[src/rtl/textvram_pkg.sv]
// textvram_pkg: shared widths and the source/tag encoding for the text VRAM B-port scheduler.
package textvram_pkg;

  localparam int unsigned ADDR_W_DEFAULT = 12;
  localparam int unsigned DATA_W_DEFAULT = 8;

  // Used both for the per-cycle grant and for the read-return tag pipeline.
  typedef enum logic [1:0] {
    SRC_NONE,
    SRC_VID,
    SRC_HOST,
    SRC_FILL
  } src_t;

endpackage

[src/rtl/textvram_fill.sv]
// textvram_fill: screen-fill engine. Walks cells 0..FILL_LEN-1, advancing one cell per grant.
// Only instantiated when TEXTVRAM_FILL_EN is defined.
module textvram_fill #(
  parameter int unsigned ADDR_W   = 12,
  parameter int unsigned DATA_W   = 8,
  parameter int unsigned FILL_LEN = 2400
) (
  input  logic              clk,
  input  logic              rst_n,
  input  logic              start,
  input  logic [DATA_W-1:0] value,
  input  logic              grant,
  output logic              busy,
  output logic [ADDR_W-1:0] addr,
  output logic [DATA_W-1:0] data,
  output logic              done
);

  typedef enum logic {StIdle, StRun} state_t;

  localparam logic [ADDR_W-1:0] LastCnt = ADDR_W'(FILL_LEN - 1);

  state_t            state_q;
  logic [ADDR_W-1:0] cnt_q;
  logic [DATA_W-1:0] data_q;
  logic              busy_q;
  logic              done_q;

  // Fill FSM: latch the value on start, step the cell counter on each grant, pulse done at the end.
  always_ff @(posedge clk or negedge rst_n) begin
    if (!rst_n) begin
      state_q <= StIdle;
      cnt_q   <= '0;
      data_q  <= '0;
      busy_q  <= 1'b0;
      done_q  <= 1'b0;
    end else begin
      done_q <= 1'b0;
      unique case (state_q)
        StIdle: begin
          if (start) begin
            state_q <= StRun;
            cnt_q   <= '0;
            data_q  <= value;
            busy_q  <= 1'b1;
          end
        end
        StRun: begin
          // A start pulse while running is deliberately ignored.
          if (grant) begin
            if (cnt_q == LastCnt) begin
              state_q <= StIdle;
              cnt_q   <= '0;
              busy_q  <= 1'b0;
              done_q  <= 1'b1;
            end else begin
              cnt_q <= cnt_q + 1'b1;
            end
          end
        end
        default: state_q <= StIdle;
      endcase
    end
  end

  assign busy = busy_q;
  assign addr = cnt_q;
  assign data = data_q;
  assign done = done_q;

endmodule

[src/rtl/textvram_port_arb.sv]
// textvram_port_arb: fixed-priority scheduler for the text VRAM B port
// (video fetch > host > screen fill). Memory-side outputs are registered; read data is taken
// straight from the unregistered BRAM output and steered by a 2-deep source-tag pipeline.
// Build option: define TEXTVRAM_FILL_EN to include the screen-fill engine.
module textvram_port_arb
  import textvram_pkg::*;
#(
  parameter int unsigned ADDR_W   = ADDR_W_DEFAULT,
  parameter int unsigned DATA_W   = DATA_W_DEFAULT,
  parameter int unsigned FILL_LEN = 2400
) (
  input  logic              clk,
  input  logic              rst_n,
  input  logic              vid_req,
  input  logic [ADDR_W-1:0] vid_addr,
  output logic              vid_valid,
  output logic [DATA_W-1:0] vid_data,
  input  logic              host_req,
  input  logic              host_we,
  input  logic [ADDR_W-1:0] host_addr,
  input  logic [DATA_W-1:0] host_wdata,
  output logic              host_ack,
  output logic              host_rvalid,
  output logic [DATA_W-1:0] host_rdata,
  input  logic              fill_start,
  input  logic [DATA_W-1:0] fill_char,
  output logic              fill_busy,
  output logic              fill_done,
  output logic [ADDR_W-1:0] mem_addr,
  output logic [DATA_W-1:0] mem_din,
  output logic              mem_we,
  input  logic [DATA_W-1:0] mem_dout
);

  src_t              grant;
  src_t              tag_next;
  src_t              tag0_q;
  src_t              tag1_q;
  logic              fill_pending;
  logic [ADDR_W-1:0] fill_addr;
  logic [DATA_W-1:0] fill_data;
  logic [ADDR_W-1:0] mem_addr_q;
  logic [DATA_W-1:0] mem_din_q;
  logic              mem_we_q;
  logic              host_ack_q;

`ifdef TEXTVRAM_FILL_EN
  textvram_fill #(
    .ADDR_W  (ADDR_W),
    .DATA_W  (DATA_W),
    .FILL_LEN(FILL_LEN)
  ) u_fill (
    .clk  (clk),
    .rst_n(rst_n),
    .start(fill_start),
    .value(fill_char),
    .grant(grant == SRC_FILL),
    .busy (fill_pending),
    .addr (fill_addr),
    .data (fill_data),
    .done (fill_done)
  );
`else
  logic unused_fill;
  assign unused_fill  = ^{fill_start, fill_char, FILL_LEN[0]};
  assign fill_pending = 1'b0;
  assign fill_addr    = '0;
  assign fill_data    = '0;
  assign fill_done    = 1'b0;
`endif

  assign fill_busy = fill_pending;

  // Fixed-priority pick; a host request in its ack cycle is the one already served.
  always_comb begin
    grant = SRC_NONE;
    if (vid_req) begin
      grant = SRC_VID;
    end else if (host_req && !host_ack_q) begin
      grant = SRC_HOST;
    end else if (fill_pending) begin
      grant = SRC_FILL;
    end
  end

  // Only reads produce a return; writes enter the tag pipeline as NONE.
  always_comb begin
    tag_next = grant;
    if ((grant == SRC_HOST && host_we) || grant == SRC_FILL) begin
      tag_next = SRC_NONE;
    end
  end

  // Register the winner onto the memory port and advance the return-tag pipeline.
  always_ff @(posedge clk or negedge rst_n) begin
    if (!rst_n) begin
      mem_addr_q <= '0;
      mem_din_q  <= '0;
      mem_we_q   <= 1'b0;
      host_ack_q <= 1'b0;
      tag0_q     <= SRC_NONE;
      tag1_q     <= SRC_NONE;
    end else begin
      mem_we_q   <= 1'b0;
      host_ack_q <= (grant == SRC_HOST);
      tag0_q     <= tag_next;
      tag1_q     <= tag0_q;
      unique case (grant)
        SRC_NONE: ;
        SRC_VID: begin
          mem_addr_q <= vid_addr;
        end
        SRC_HOST: begin
          mem_addr_q <= host_addr;
          mem_din_q  <= host_wdata;
          mem_we_q   <= host_we;
        end
        SRC_FILL: begin
          mem_addr_q <= fill_addr;
          mem_din_q  <= fill_data;
          mem_we_q   <= 1'b1;
        end
        default: ;
      endcase
    end
  end

  assign mem_addr = mem_addr_q;
  assign mem_din  = mem_din_q;
  assign mem_we   = mem_we_q;
  assign host_ack = host_ack_q;

  assign vid_valid   = (tag1_q == SRC_VID);
  assign host_rvalid = (tag1_q == SRC_HOST);
  // Gate the shared BRAM output so each consumer only sees its own returns.
  assign vid_data    = vid_valid ? mem_dout : '0;
  assign host_rdata  = host_rvalid ? mem_dout : '0;

endmodule
[config.mk]
export PLATFORM = sky130hd
export DESIGN_NAME = textvram_port_arb
export DESIGN_NICKNAME = d
export VERILOG_FILES = /design/src/rtl/textvram_pkg.sv /design/src/rtl/textvram_fill.sv /design/src/rtl/textvram_port_arb.sv
export SDC_FILE = /design/constraint.sdc
export NUM_CORES = 1
export LEC_CHECK = 0
export ABC_AREA = 1
export ABC_CLOCK_PERIOD_IN_PS = 1700
export CORE_UTILIZATION = 35
export CTS_CLUSTER_SIZE = 40
export DETAILED_ROUTE_END_ITERATION = 6
export PLACE_DENSITY = 0.85
export SLEW_MARGIN = 25
export SYNTH_ARGS = -nofsm -noshare
export SYNTH_HDL_FRONTEND = slang
export SYNTH_SLANG_ARGS = --single-unit
[constraint.sdc]
create_clock -name clk -period 1.7 [get_ports clk]
set_input_delay 0.255 -clock clk [delete_from_list [all_inputs] [get_ports clk]]
set_output_delay 0.255 -clock clk [all_outputs]
set_load 0.01 [all_outputs]
-- Yosys cells after proc, flatten, opt, wreduce, memory -nomap -nowiden
Index checks and enable logic that the tools add are counted.
Widths: inputs -> output; s select.
- mux-type cells: 8
- eq/ne operators: 5
- reduce and logical (&&, ||, !) cells: 6
- operators with widths (operator ; count):
    $pmux 12 s3 ; 1
    $mux 8 ; 2
    $pmux 8 s2 ; 1
    $eq 2x2->1 const B ; 3
    $mux 2 ; 3
    $eq 2x1->1 const B ; 2
    $reduce_bool 3->1 ; 1
    $logic_and 1x1->1 ; 2
    $pmux 1 s2 ; 1
    $reduce_bool 2->1 ; 1
    $logic_not 1->1 ; 1
    $logic_or 1x1->1 ; 1
- output and inout port bits: 42
- word-level logic and storage cells: 25
- bits of input ports: 54
- register bits: 26

-- Longest topological paths before layout
- depth in word-level cells: 8
- gate-level depth with buffers: 5
- depth with buffers taken out: 5

-- Worst setup path before layout
Ideal clock, no wire load.
- path kind: flip-flop to output port
- from: reg tag1_q[1]
- to: out vid_data[0]
- data required time: 1.445 ns
- setup slack: 0.535 ns
- cell stages (with the launch flop): 4
- path buffers: 0
- arrival: 0.910 ns
- cells stage by stage: dfrtp_1 -> nor2_1 -> inv_1 -> nor2_1
- word-level cells in the longest chain between the ends: 2
- ends and longest elaborated chain (item ; line ; RTL):
    from (decl) ; textvram_port_arb.sv:38 ; src_t tag1_q;
    from (signal assigned) ; textvram_port_arb.sv:107 ; tag1_q <= tag0_q;
    $eq 2x1->1 ; textvram_port_arb.sv:133 ; assign vid_valid = (tag1_q == SRC_VID);
    named net vid_valid ; textvram_port_arb.sv:16 ; output logic vid_valid,
    $mux 8 ; textvram_port_arb.sv:136 ; assign vid_data = vid_valid ? mem_dout : '0;
    to (decl) ; textvram_port_arb.sv:17 ; output logic [DATA_W-1:0] vid_data,
The timed path passes the listed nets, and every way through them passes these cells.

-- Worst setup path in the final report
- from: reg tag1_q[1]
- to: out vid_data[4]
- word-level cells in the longest chain between the ends: 2
- ends and longest elaborated chain (item ; line):
    $eq 2x1->1 ; textvram_port_arb.sv:133
    $mux 8 ; textvram_port_arb.sv:136
Every way passes these cells.

==> results.cfg <==
[run]
cap_violations = 0

[placed_design]
portBuffers = 84
place_ws_ns = -0.0255
hpwl_um = 2660
place_area_um2 = 2070
gp_congestion = 0.837
dpl.cell_count = 271

[cts]
htreeDepth = 1
clk_pin_slew_worst_paths_ns = 0.12
clkLatencyLatePin_ns = 0.31
clk_path_buf_depth = 2
cts_tree = done
cts-buffers-inserted = 3
hold_buffers = 0
cts.sinks = 26
cts_root_buffer = clkbuf_4

[floorplanning]
coreArea_um2 = 3130
die-area_um2 = 3630
die_x_um = 60.2
initial_core_util_pct = 37.9
rows = 20
die_height_um = 60.2
io-pin-count = 96

[cells_and_area]
fillCellCount = 266
final_area_um2 = 2100
stdcell_count = 274
multi_input_area_um2 = 439
area_growth_syn_to_layout_pct = 76.8
final_nets = 286
seqCellArea_um2 = 651
fin_util_pct = 67.0
antenna_cells = 0
drive_gt1_share_pct = 8.26

[synth]
synthAdderAreaFrac_pct = 0
synth_top_family_by_area = simple AND/OR/NAND/NOR gates
synth_cell_types = 12
synth-simple-area-share_pct = 35.3
synth_cells = 146
synthXorXnorAreaFrac_pct = 0
syn_avg_cell_area_um2 = 8.12
synth_compound_area_share_pct = 0
ys_ff_latch = 26
muxShareOfSynthArea_pct = 0
netlist_area_um2 = 1190
yosysWarnings = 0
ys_seq_area_share_pct = 54.9

[detailed_routing]
drt-initial-drc-count = 20
drc = 0
firstDrtPassIters = 4
wl_um = 3380
num_vias = 1258
wire_per_inst_um = 12.4
viasPerCell = 4.59
ant_nets = 0

[power_and_ir_drop]
irDropWorstVdd_uv = 477
power.density_nw_per_um2 = 667
power_leakage_nw = 1.10

[hold_path]
hp-class = input port to asynchronous set/reset pin

[timing]
fmax_ghz = 0.628
grt_setup_unrepaired = false
timing.final.ws_setup_ns = 0.108
setup-violations-final = 0
hold_viol = 0
finalClockSkew_ns = 0.00162
min_period_ns = 1.59
finalCritPeriodShare_pct = 93.7
slew_viol_final = 0

[critical_path]
reg2reg_slack_ns = 0.38
cp_max_fo = 8
cp_data_arrival_time_ns = 1.34
slowest_delay_ns = 0.44
cp-end-kind = primary output
cp-start-kind = flop
crit_chain = nor2_2 > inv_2 > nor2_1 > dlygate4sd2_1
crit_required_ns = 1.44
path_class = flop to primary output
crit_slowest_cell = dfrtp_1

[status]
status = completed

[global_route]
antenna_found_initial = 0
grt.overflow.total = 0
grt_max_degree = 27
grt_pass1_wl_um = 5310
grt_pass1_vias = 1176
grt_usage_pct = 20.1
==> cell families after synthesis <==
| logic type | after synthesis |
|---|---|
| buf+inv | 25 |
| flops | 26 |
| other cells | 1 |
| simple gates | 94 |
==> area by class of cell <==
cell class,count,share of cell area (%)
Timing Repair Buffer,90,41.6
Sequential cell,26,31.0
Multi-Input combinational cell,96,20.9
Inverter,15,2.68
Tap cell,44,2.63
Clock buffer,3,1.07
==> worst max-delay path: cells and delay by family, from the launching register on <==
family	cells	cell delay, ns
buffers and inverters	2	0.36
flip-flops	1	0.44
AND/OR/NAND/NOR	2	0.23
==> metal layers <==
metal	track usage, %	routed length [µm]	up-vias	part of all wire, %
li1	-	-	631	-
met1	23.0	1370	561	40
met2	35.6	1640	60	48
met3	3.68	313	6	9.2
met4	9.97	68	0	2.0
met5	0	0	-	0
==> sequential cells by signal, indices dropped and copies added (netlist names) <==
register and flops:
mem_din 8, mem_we 1, mem_addr 12, host_ack 1, tag0_q 2, tag1_q 2
==> synthesized netlist by cell type <==
master    count  area [µm²]
nor2_1       19        71.3
nand3_2       1        10.0
inv_2         2        7.51
buf_4         3        22.5
conb_1        1        3.75
inv_1        13        48.8
clkbuf_1      1        3.75
buf_2         6        30.0
nand3_1      24         120
dfrtp_1      26         651
nand2_1      38         143
nand4_1      12        75.1
==> where the power goes <==
group	switching, mW	internal [mW]
sequential	0.0349	0.682
combinational	0.182	0.254
clock	0.162	0.0828
==> metrics by stage <==
stage               hold WS [ns]  total power, mW  TNS (ns)
finish                     0.291             1.40         0
detailed placement         0.336             1.18   -0.0453
global placement           0.335             1.17  -0.00955
CTS                        0.292             1.42    -0.629
global route               0.306             1.49         0
floorplan                -0.0406            0.879         0
==> final timing paths <==
| path | cells past startpoint | endpoint | startpoint |
|---|---|---|---|
| setup / recovery | 4 | vid_data[4] | tag1_q[1] |
| hold / removal | 2 | mem_addr[7] | rst_n |
| setup reg to reg | 4 | mem_addr[5] | host_ack |
| hold reg to reg | 0 | tag1_q[0] | tag0_q[0] |
| max in group asynchronous | 2 | mem_din[6] | rst_n |
| min in group clk | 0 | tag1_q[0] | tag0_q[0] |
==> cell usage in the layout (no fill, tap or decap) <==
cell type        instances
buf_4                    6
clkbuf_2                 2
clkbuf_4                 3
clkdlybuf4s15_1          2
clkdlybuf4s50_1         66
conb_1                   2
dfrtp_1                 26
dlygate4sd2_1           10
dlymetal6s2s_1           4
inv_1                   11
inv_2                    4
nand2_1                 37
nand2_4                  1
nand3_1                 24
nand3_2                  1
nand4_1                 12
nor2_1                  17
nor2_2                   2
==> repair_timing <==
item                                    4_1_cts  5_1_grt
gates resized for setup                      18       12
endpoints found under the setup margin       17        7
buffers inserted                              0        0
(Power assumes the default switching activity.)
